File: src/rtl/vga_timing_pkg.sv
`default_nettype none
// ============================================================================
//  Module      : vga_timing_pkg
//  Description : Shared VGA raster constants: default counter width, standard
//                800x600@60 and 640x480@60 timings (porches, sync, polarity),
//                derived line/frame totals and sync window bounds.
//  Revision    : 1.0 - initial release
// ============================================================================
package vga_timing_pkg;

    // Default coordinate width; holds 1055 and 627 with room to spare.
    localparam int c_CNT_W = 11;

    // 800x600 @ 60 Hz (40 MHz pixel clock), positive syncs.
    localparam int c_SVGA_H_ACTIVE = 800;
    localparam int c_SVGA_H_FP     = 40;
    localparam int c_SVGA_H_SYNC   = 128;
    localparam int c_SVGA_H_BP     = 88;
    localparam int c_SVGA_V_ACTIVE = 600;
    localparam int c_SVGA_V_FP     = 1;
    localparam int c_SVGA_V_SYNC   = 4;
    localparam int c_SVGA_V_BP     = 23;
    localparam bit c_SVGA_H_POL    = 1'b1;
    localparam bit c_SVGA_V_POL    = 1'b1;

    localparam int c_SVGA_H_TOTAL  = c_SVGA_H_ACTIVE + c_SVGA_H_FP + c_SVGA_H_SYNC + c_SVGA_H_BP;
    localparam int c_SVGA_V_TOTAL  = c_SVGA_V_ACTIVE + c_SVGA_V_FP + c_SVGA_V_SYNC + c_SVGA_V_BP;
    localparam int c_SVGA_HS_START = c_SVGA_H_ACTIVE + c_SVGA_H_FP;
    localparam int c_SVGA_HS_END   = c_SVGA_HS_START + c_SVGA_H_SYNC;
    localparam int c_SVGA_VS_START = c_SVGA_V_ACTIVE + c_SVGA_V_FP;
    localparam int c_SVGA_VS_END   = c_SVGA_VS_START + c_SVGA_V_SYNC;

    // 640x480 @ 60 Hz (25.175 MHz pixel clock), negative syncs.
    localparam int c_VGA_H_ACTIVE  = 640;
    localparam int c_VGA_H_FP      = 16;
    localparam int c_VGA_H_SYNC    = 96;
    localparam int c_VGA_H_BP      = 48;
    localparam int c_VGA_V_ACTIVE  = 480;
    localparam int c_VGA_V_FP      = 10;
    localparam int c_VGA_V_SYNC    = 2;
    localparam int c_VGA_V_BP      = 33;
    localparam bit c_VGA_H_POL     = 1'b0;
    localparam bit c_VGA_V_POL     = 1'b0;

    localparam int c_VGA_H_TOTAL   = c_VGA_H_ACTIVE + c_VGA_H_FP + c_VGA_H_SYNC + c_VGA_H_BP;
    localparam int c_VGA_V_TOTAL   = c_VGA_V_ACTIVE + c_VGA_V_FP + c_VGA_V_SYNC + c_VGA_V_BP;
    localparam int c_VGA_HS_START  = c_VGA_H_ACTIVE + c_VGA_H_FP;
    localparam int c_VGA_HS_END    = c_VGA_HS_START + c_VGA_H_SYNC;
    localparam int c_VGA_VS_START  = c_VGA_V_ACTIVE + c_VGA_V_FP;
    localparam int c_VGA_VS_END    = c_VGA_VS_START + c_VGA_V_SYNC;

    // Electrical sync level: the polarity when inside the window, else its inverse.
    function automatic logic sync_level(input logic i_asserted, input logic i_pol);
        return i_asserted ? i_pol : ~i_pol;
    endfunction

endpackage

`default_nettype wire

File: src/rtl/vga_delay_line.sv
`default_nettype none
// ============================================================================
//  Module      : vga_delay_line
//  Description : Enable-gated shift register of DEPTH stages, WIDTH bits wide,
//                with a per-bit reset value. DEPTH=0 is a plain wire.
//  Revision    : 1.0 - initial release
// ============================================================================
module vga_delay_line #(
    parameter int              WIDTH   = 3,
    parameter int              DEPTH   = 2,
    parameter logic [WIDTH-1:0] RST_VAL = '0
) (
    input  logic             VGA_CLK,
    input  logic             RST,
    input  logic             i_en,
    input  logic [WIDTH-1:0] i_d,
    output logic [WIDTH-1:0] o_q
);

    if (DEPTH == 0) begin : g_passthru
        logic w_unused;
        assign w_unused = ^{VGA_CLK, RST, i_en};
        assign o_q      = i_d;
    end else begin : g_stages
        logic [WIDTH-1:0] r_stages [DEPTH];

        // Shift one stage per enabled clock; async reset loads the idle pattern.
        always_ff @(posedge VGA_CLK or posedge RST) begin
            if (RST) begin
                for (int i = 0; i < DEPTH; i++) begin
                    r_stages[i] <= RST_VAL;
                end
            end else if (i_en) begin
                r_stages[0] <= i_d;
                for (int i = 1; i < DEPTH; i++) begin
                    r_stages[i] <= r_stages[i-1];
                end
            end
        end

        assign o_q = r_stages[DEPTH-1];
    end

endmodule

`default_nettype wire

File: src/rtl/vga_timing_gen.sv
`default_nettype none
// ============================================================================
//  Module      : vga_timing_gen
//  Description : Parametrised VGA raster timing generator. X/Y drive the frame
//                buffer fetch; HSYNC/VSYNC/DE are delayed PIPE enabled cycles
//                so they line up with fetched RGB at the connector.
//  Revision    : 1.0 - initial release
// ============================================================================
module vga_timing_gen
    import vga_timing_pkg::*;
#(
    parameter int H_ACTIVE = c_SVGA_H_ACTIVE,
    parameter int H_FP     = c_SVGA_H_FP,
    parameter int H_SYNC   = c_SVGA_H_SYNC,
    parameter int H_BP     = c_SVGA_H_BP,
    parameter int V_ACTIVE = c_SVGA_V_ACTIVE,
    parameter int V_FP     = c_SVGA_V_FP,
    parameter int V_SYNC   = c_SVGA_V_SYNC,
    parameter int V_BP     = c_SVGA_V_BP,
    parameter bit H_POL    = c_SVGA_H_POL,
    parameter bit V_POL    = c_SVGA_V_POL,
    parameter int CNT_W    = c_CNT_W,
    parameter int PIPE     = 2
) (
    input  logic             VGA_CLK,
    input  logic             RST,
    input  logic             EN,
    output logic [CNT_W-1:0] X,
    output logic [CNT_W-1:0] Y,
    output logic             ACTIVE,
    output logic             LINE_START,
    output logic             FRAME_START,
    output logic             HSYNC,
    output logic             VSYNC,
    output logic             DE
);

    localparam int c_H_TOTAL = H_ACTIVE + H_FP + H_SYNC + H_BP;
    localparam int c_V_TOTAL = V_ACTIVE + V_FP + V_SYNC + V_BP;

    if (CNT_W == 0 || H_ACTIVE == 0 || H_FP == 0 || H_SYNC == 0 || H_BP == 0 ||
        V_ACTIVE == 0 || V_FP == 0 || V_SYNC == 0 || V_BP == 0) begin : g_err_zero
        $error("vga_timing_gen: width parameters must be non-zero");
    end
    if (PIPE < 0 || PIPE > 4) begin : g_err_pipe
        $error("vga_timing_gen: PIPE must be in 0..4");
    end
    if (CNT_W > 0 && CNT_W < 32 &&
        (c_H_TOTAL > (1 << CNT_W) || c_V_TOTAL > (1 << CNT_W))) begin : g_err_width
        $error("vga_timing_gen: CNT_W too narrow for H_TOTAL/V_TOTAL");
    end

    // Every bound below is strictly less than its total (porches are non-zero).
    localparam logic [CNT_W-1:0] c_H_MAX    = CNT_W'(c_H_TOTAL - 1);
    localparam logic [CNT_W-1:0] c_V_MAX    = CNT_W'(c_V_TOTAL - 1);
    localparam logic [CNT_W-1:0] c_H_ACT    = CNT_W'(H_ACTIVE);
    localparam logic [CNT_W-1:0] c_V_ACT    = CNT_W'(V_ACTIVE);
    localparam logic [CNT_W-1:0] c_HS_START = CNT_W'(H_ACTIVE + H_FP);
    localparam logic [CNT_W-1:0] c_HS_END   = CNT_W'(H_ACTIVE + H_FP + H_SYNC);
    localparam logic [CNT_W-1:0] c_VS_START = CNT_W'(V_ACTIVE + V_FP);
    localparam logic [CNT_W-1:0] c_VS_END   = CNT_W'(V_ACTIVE + V_FP + V_SYNC);
    localparam logic [2:0]       c_IDLE     = {~H_POL, ~V_POL, 1'b0};

    logic [CNT_W-1:0] r_x;
    logic [CNT_W-1:0] r_y;
    logic             w_hs_on;
    logic             w_vs_on;
    logic             w_active;
    logic [2:0]       w_raw;
    logic [2:0]       w_dly;

    // Raster counters: X runs every enabled cycle, Y steps on X wrap.
    always_ff @(posedge VGA_CLK or posedge RST) begin
        if (RST) begin
            r_x <= '0;
            r_y <= '0;
        end else if (EN) begin
            if (r_x == c_H_MAX) begin
                r_x <= '0;
                if (r_y == c_V_MAX) begin
                    r_y <= '0;
                end else begin
                    r_y <= r_y + CNT_W'(1);
                end
            end else begin
                r_x <= r_x + CNT_W'(1);
            end
        end
    end

    // Fetch-stage decode straight from the counters.
    always_comb begin
        w_active = (r_x < c_H_ACT) && (r_y < c_V_ACT);
        w_hs_on  = (r_x >= c_HS_START) && (r_x < c_HS_END);
        w_vs_on  = (r_y >= c_VS_START) && (r_y < c_VS_END);
        w_raw    = {sync_level(w_hs_on, H_POL), sync_level(w_vs_on, V_POL), w_active};
    end

    vga_delay_line #(
        .WIDTH   (3),
        .DEPTH   (PIPE),
        .RST_VAL (c_IDLE)
    ) u_dly (
        .VGA_CLK (VGA_CLK),
        .RST     (RST),
        .i_en    (EN),
        .i_d     (w_raw),
        .o_q     (w_dly)
    );

    assign X           = r_x;
    assign Y           = r_y;
    assign ACTIVE      = w_active;
    assign LINE_START  = (r_x == '0) && EN;
    assign FRAME_START = (r_x == '0) && (r_y == '0) && EN;
    assign HSYNC       = w_dly[2];
    assign VSYNC       = w_dly[1];
    assign DE          = w_dly[0];

endmodule

`default_nettype wire
File: config.mk
export PLATFORM = sky130hd
export DESIGN_NAME = vga_timing_gen
export DESIGN_NICKNAME = d
export VERILOG_FILES = /design/src/rtl/vga_timing_pkg.sv /design/src/rtl/vga_delay_line.sv /design/src/rtl/vga_timing_gen.sv
export SDC_FILE = /design/constraint.sdc
export NUM_CORES = 1
export LEC_CHECK = 0
export CORE_ASPECT_RATIO = 0.6
export CORE_MARGIN = 8
export CORE_UTILIZATION = 50
export DETAILED_ROUTE_END_ITERATION = 12
export PLACE_DENSITY = 0.83
export SLEW_MARGIN = 15
export SYNTH_ARGS = -nofsm -noshare
export SYNTH_HDL_FRONTEND = slang
export SYNTH_SLANG_ARGS = --single-unit
File: constraint.sdc
create_clock -name VGA_CLK -period 4.06 [get_ports VGA_CLK]
set_input_delay 0.812 -clock VGA_CLK [delete_from_list [all_inputs] [get_ports VGA_CLK]]
set_output_delay 0.812 -clock VGA_CLK [all_outputs]
set_load 0.005 [all_outputs]
## Word-level counts from Yosys, hierarchy flattened

Index checks and enable logic that the tools add are counted.

| storage, ports and cells | value |
|---|---|
| bits in registers | 28 |

| operators by class | value |
|---|---|
| $add $sub $neg | 2 |
| magnitude comparators | 6 |
| eq/ne operators | 2 |
| multiplexer cells | 4 |
| reductions and logical operators | 9 |

Operators with widths:

| kind | count |
|---|---|
| 11-bit by 10-bit < comparator with 1-bit output (second input constant) | 4 |
| 11-bit by 1-bit adder with 11-bit output (second input constant) | 2 |
| 11-bit by 10-bit greater-or-equal comparator with 1-bit output (second input constant) | 2 |
| 11-bit zero test | 2 |
| 11-bit two-way mux | 2 |
| 11-bit by 10-bit == test with 1-bit output (second input constant) | 1 |
| 11-bit == test (second input constant) | 1 |
| 1-bit logical AND | 6 |
| 1-bit two-way mux | 2 |
| 2-bit AND reduction | 1 |

## Depth between registers and ports, before layout

| logic depth | value |
|---|---|
| word-level depth | 3 |
| mapped depth | 6 |

## Cells and area by module

A second synthesis with hierarchy kept.

| second synthesis, totals | value |
|---|---|
| cell total of the unflattened synthesis | 154 |
| area, all modules | 1565.3 um2 |

Modules (own cells, without submodules):

| module | times used | cells each | area each (um2) | seq. area each (um2) |
|---|---|---|---|---|
| vga_timing_gen | 1 | 137 | 1287.5 | 550.5 |
| vga_delay_line | 1 | 17 | 277.8 | 150.1 |

## Worst setup path before layout

OpenSTA, ideal clock, no wires.

| timing | value |
|---|---|
| path type | register -> output |
| start point | register r_x[7] (netlist: X[7]) |
| end point | output port FRAME_START |
| arrival | 1.507 ns |
| path slack | 1.741 ns |
| cell stages (with the launch flop) | 5 |
| cell sequence | dfrtp_1 > or3_1 > buf_2 > nor4_1 > and4b_1 |

| on the way | value |
|---|---|
| word-level cells in the longest chain between the ends | 3 |

Ends and longest elaborated chain:

| item | line | source |
|---|---|---|
| start, declared | vga_timing_gen.sv:64 | `logic [CNT_W-1:0] r_x;` |
| start signal, assigned | vga_timing_gen.sv:86 | `r_x <= r_x + CNT_W'(1);` |
| 11-bit zero test | vga_timing_gen.sv:115 | `assign FRAME_START = (r_x == '0) && (r_y == '0) && EN;` |
| 1-bit logical AND (2 in series) | vga_timing_gen.sv:115 |  |
| end, declared | vga_timing_gen.sv:32 | `output logic FRAME_START,` |

Every way passes these cells.

## Worst setup path in the final report

| timing | value |
|---|---|
| start point | input port EN |
| end point | output port FRAME_START |

| on the way | value |
|---|---|
| word-level cells in the longest chain between the ends | 1 |

Ends and longest elaborated chain:

| item | line | source |
|---|---|---|
| start, declared | vga_timing_gen.sv:27 | `input logic EN,` |
| 1-bit logical AND | vga_timing_gen.sv:115 |  |

Every way passes these cells.

==> results_dict.tcl <==
set metrics [dict create \
    run_status "finished clean" \
    die_area_mm2 0.00518 \
    post-route-period-util 0.800 \
    clock_skew_ns 0.00517 \
    route.detailed.wl_per_inst_um 15.9 \
    final_hold_viols 0 \
    initial_cell_density_of_the_core 0.531 \
    global_route.peak_usage_layer "met2" \
    ys.warnings.count 0 \
    timing.final.ws_setup_ns 0.812 \
    routed_via_density 5.67 \
    detailedRoute.firstIterationViolations 67 \
    timing.critical_path.arrival_ns 2.44 \
    timing.fmax_mhz 308 \
    hpwlAfterDp_mm 2.72 \
    max_slew_violation_count 0 \
    rsz0062_at_grt "false" \
    min_period_ns 3.25 \
    total_power_mw 0.622 \
    worst-slew-pin-transition_ns 0.977 \
    clk-insertion-delay-late_ns 0.27 \
    syn_inst 157 \
    synth_seq_cells 28 \
    global_route.usage.met1 0.195 \
    drive_above_1_share 0.0753 \
    hold_buffers 0 \
    cp_cell_instances "clkdlybuf4s50_1 -> nand3_1 -> nor4_1 -> and4b_1 -> clkdlybuf4s50_1" \
    post_cts.repair.setup_buffers 0 \
    cts_made_buffers 3 \
    slew-limit-headroom 0.345 \
    drv.max_cap_violation_count 0 \
    syn_to_final_growth_pct 24.5 \
    worst_stage_delay_on_the_critical_path_ns 0.51 \
    cts-root-to-sink-buffers 2 \
    share_of_the_synthesized_area_in_the_top_cell_type 0.453 \
    syn_std_cell_area_mm2 0.00155 \
    setup.worst_path.end_class "output pin" \
    synth_top_area_cell "dfrtp_1" \
    design.portCount 31 \
    crit_top_cell "clkdlybuf4s50_1" \
    cp_num_buf_inv 2 \
    final.fill_count 223 \
    multi_input_comb_area_um2 768 \
    critical_path.max_fanout 2 \
    startpoint_type "input port" \
    timing.setup.tns_ns 0 \
    synth_enable_flop_cells 0 \
    cts-root-buf "clkbuf_8" \
    ctsResizeCount 0 \
    residual_antenna_violating_net_count_after_detailed_routing 0 \
    gp_routability_congestion 0.899 \
    vias 1293 \
    cts.clk_slew.worst_paths_ns 0.08 \
    holdCritPathClass "flop to flop" \
    netlist_top_cells_area "dfrtp_1 45%, ha_1 4.0%, xnor2_1 4.0%" \
    groute.usage.overall 0.151 \
    cts_tree "done" \
    grt_antenna_before_repair 0 \
    area.sequential_um2 701 \
    dominantRegCellSynth "dfrtp_1" \
    die-height_um 59.1 \
    mappedNetlistNets 165 \
    grt_start_max_net_pins 29 \
    setup_viol 0 \
    numPortBuffers 30 \
    timing.critical_path.slowest_stage_cell "clkdlybuf4s50_1" \
    syn_avg_cell_area_um2 9.84 \
    drt_pre_antenna_iters 4 \
    ys_async_sr_fraction 1.00 \
    cpLargestDelayFamily "buffers and inverters" \
    antenna_cells_inserted 0 \
    design.core.area_mm2 0.00291 \
    globalRouteOverflowTotal 0 \
    synth_cell_types 41 \
    total_wire_length_mm 3.62 \
    critical_path_required_ns 3.25 \
    path_class "input port to output pin" \
    dieWidth_um 87.8 \
    drc_errors 0 \
    final_net_count 196 \
    max-vdd-ir-drop_v 0.000265 \
    core.rowCount 15 \
    tritoncts_num_sinks 28 \
    first_global_vias 1280 \
    grt_pass1_wl_mm 6.20 \
    power.density_cell_area_mw_per_mm2 323 \
    met3_usage 0.0387 \
    detailedPlace.worstSlack_ns 0.787 \
    power_leakage_nw 0.857 \
    cts_htree_levels 1 \
    groute.layer.met2.usage 0.239 \
    synth_seq_area_share 0.453 \
]
## per-layer routing
| layer | up-vias | routed length [um] |
|---|---|---|
| li1 | 629 | - |
| met1 | 624 | 1740 |
| met2 | 38 | 1660 |
| met3 | 2 | 181 |
| met4 | 0 | 27 |
| met5 | - | 0 |
## registers in the layout (all words and copies together), names as in the netlist
signal	flops
u_dly.o_q	3
X	11
Y	11
u_dly.g_stages.r_stages	3
## final timing paths
check	from	end	slack (ns)	cells past startpoint
setup / recovery	EN	FRAME_START	0.81	5
hold / removal	u_dly.o_q[0]	u_dly.o_q[0]	0.51	1
setup reg to reg	Y[7]	Y[8]	1.81	4
hold reg to reg	u_dly.o_q[0]	u_dly.o_q[0]	0.51	1
max in group asynchronous	RST	Y[4]	2.65	2
min in group asynchronous	RST	u_dly.g_stages.r_stages[4]	0.96	2
## cell usage in the layout, fill, tap and decap left out, drive strengths merged, types with 3 or more instances in the layout
cell type / count
clkdlybuf4s50: 30
inv: 11
xor2: 4
dfrtp: 28
nor3: 6
a21o: 3
nand3: 5
nor4b: 3
nor2: 8
nor4: 8
a211o: 3
ha: 5
xnor2: 7
nand2: 12
o21ai: 10
mux2: 5
nand4: 5
clkbuf: 3
## where the power goes
part           leakage (nW)  internal (mW)  switching, mW  total, mW
clock                0.0216         0.0665         0.0789      0.145
sequential            0.360          0.303         0.0424      0.345
combinational         0.476         0.0711         0.0599      0.131
## cell families after synthesis
| family | after synthesis | synth area share |
|---|---|---|
| simple gates | 61 | 0.227 |
| xor+xnor | 11 | 0.0623 |
| compound gates | 27 | 0.118 |
| fa+ha+maj | 5 | 0.0405 |
| mux | 7 | 0.0494 |
| buf+inv | 18 | 0.0494 |
| flops | 28 | 0.453 |
## worst register-to-register path: stages, from the launching register on
cell and delay [ns]:
dfrtp_1 0.46, or3_1 0.45, nor4_2 0.79, nand2b_1 0.30
o21ai_0 0.13
## synthesized netlist by cell type (all sizes together) (4+ instances only)
cell type,count
nor2,8
ha,5
o21ai,10
mux2,5
nor4,8
inv,12
xor2,4
nand3,5
nor3,6
nand4,5
xnor2,7
clkbuf,4
nand2,12
dfrtp,28
## metrics by stage
step / instance area, um2 / cells / hold WS (ns) / util
2_1_floorplan: 1550 / 157 / 0.475 / -
3_3_place_gp: 1880 / 225 / 0.485 / 0.647
5_1_grt: 1920 / 228 / 0.534 / 0.661
3_5_place_dp: 1880 / 225 / 0.500 / 0.647
4_1_cts: 1920 / 228 / 0.522 / 0.661
6_report: 1920 / 228 / 0.514 / 0.661
## layout make-up
cell class | count | share of cell area
Clock buffer | 3 | 0.0215
Timing Repair Buffer | 32 | 0.164
Inverter | 12 | 0.0234
Sequential cell | 28 | 0.364
Tap cell | 42 | 0.0273
Multi-Input combinational cell | 111 | 0.399
(Power assumes the default switching activity.)
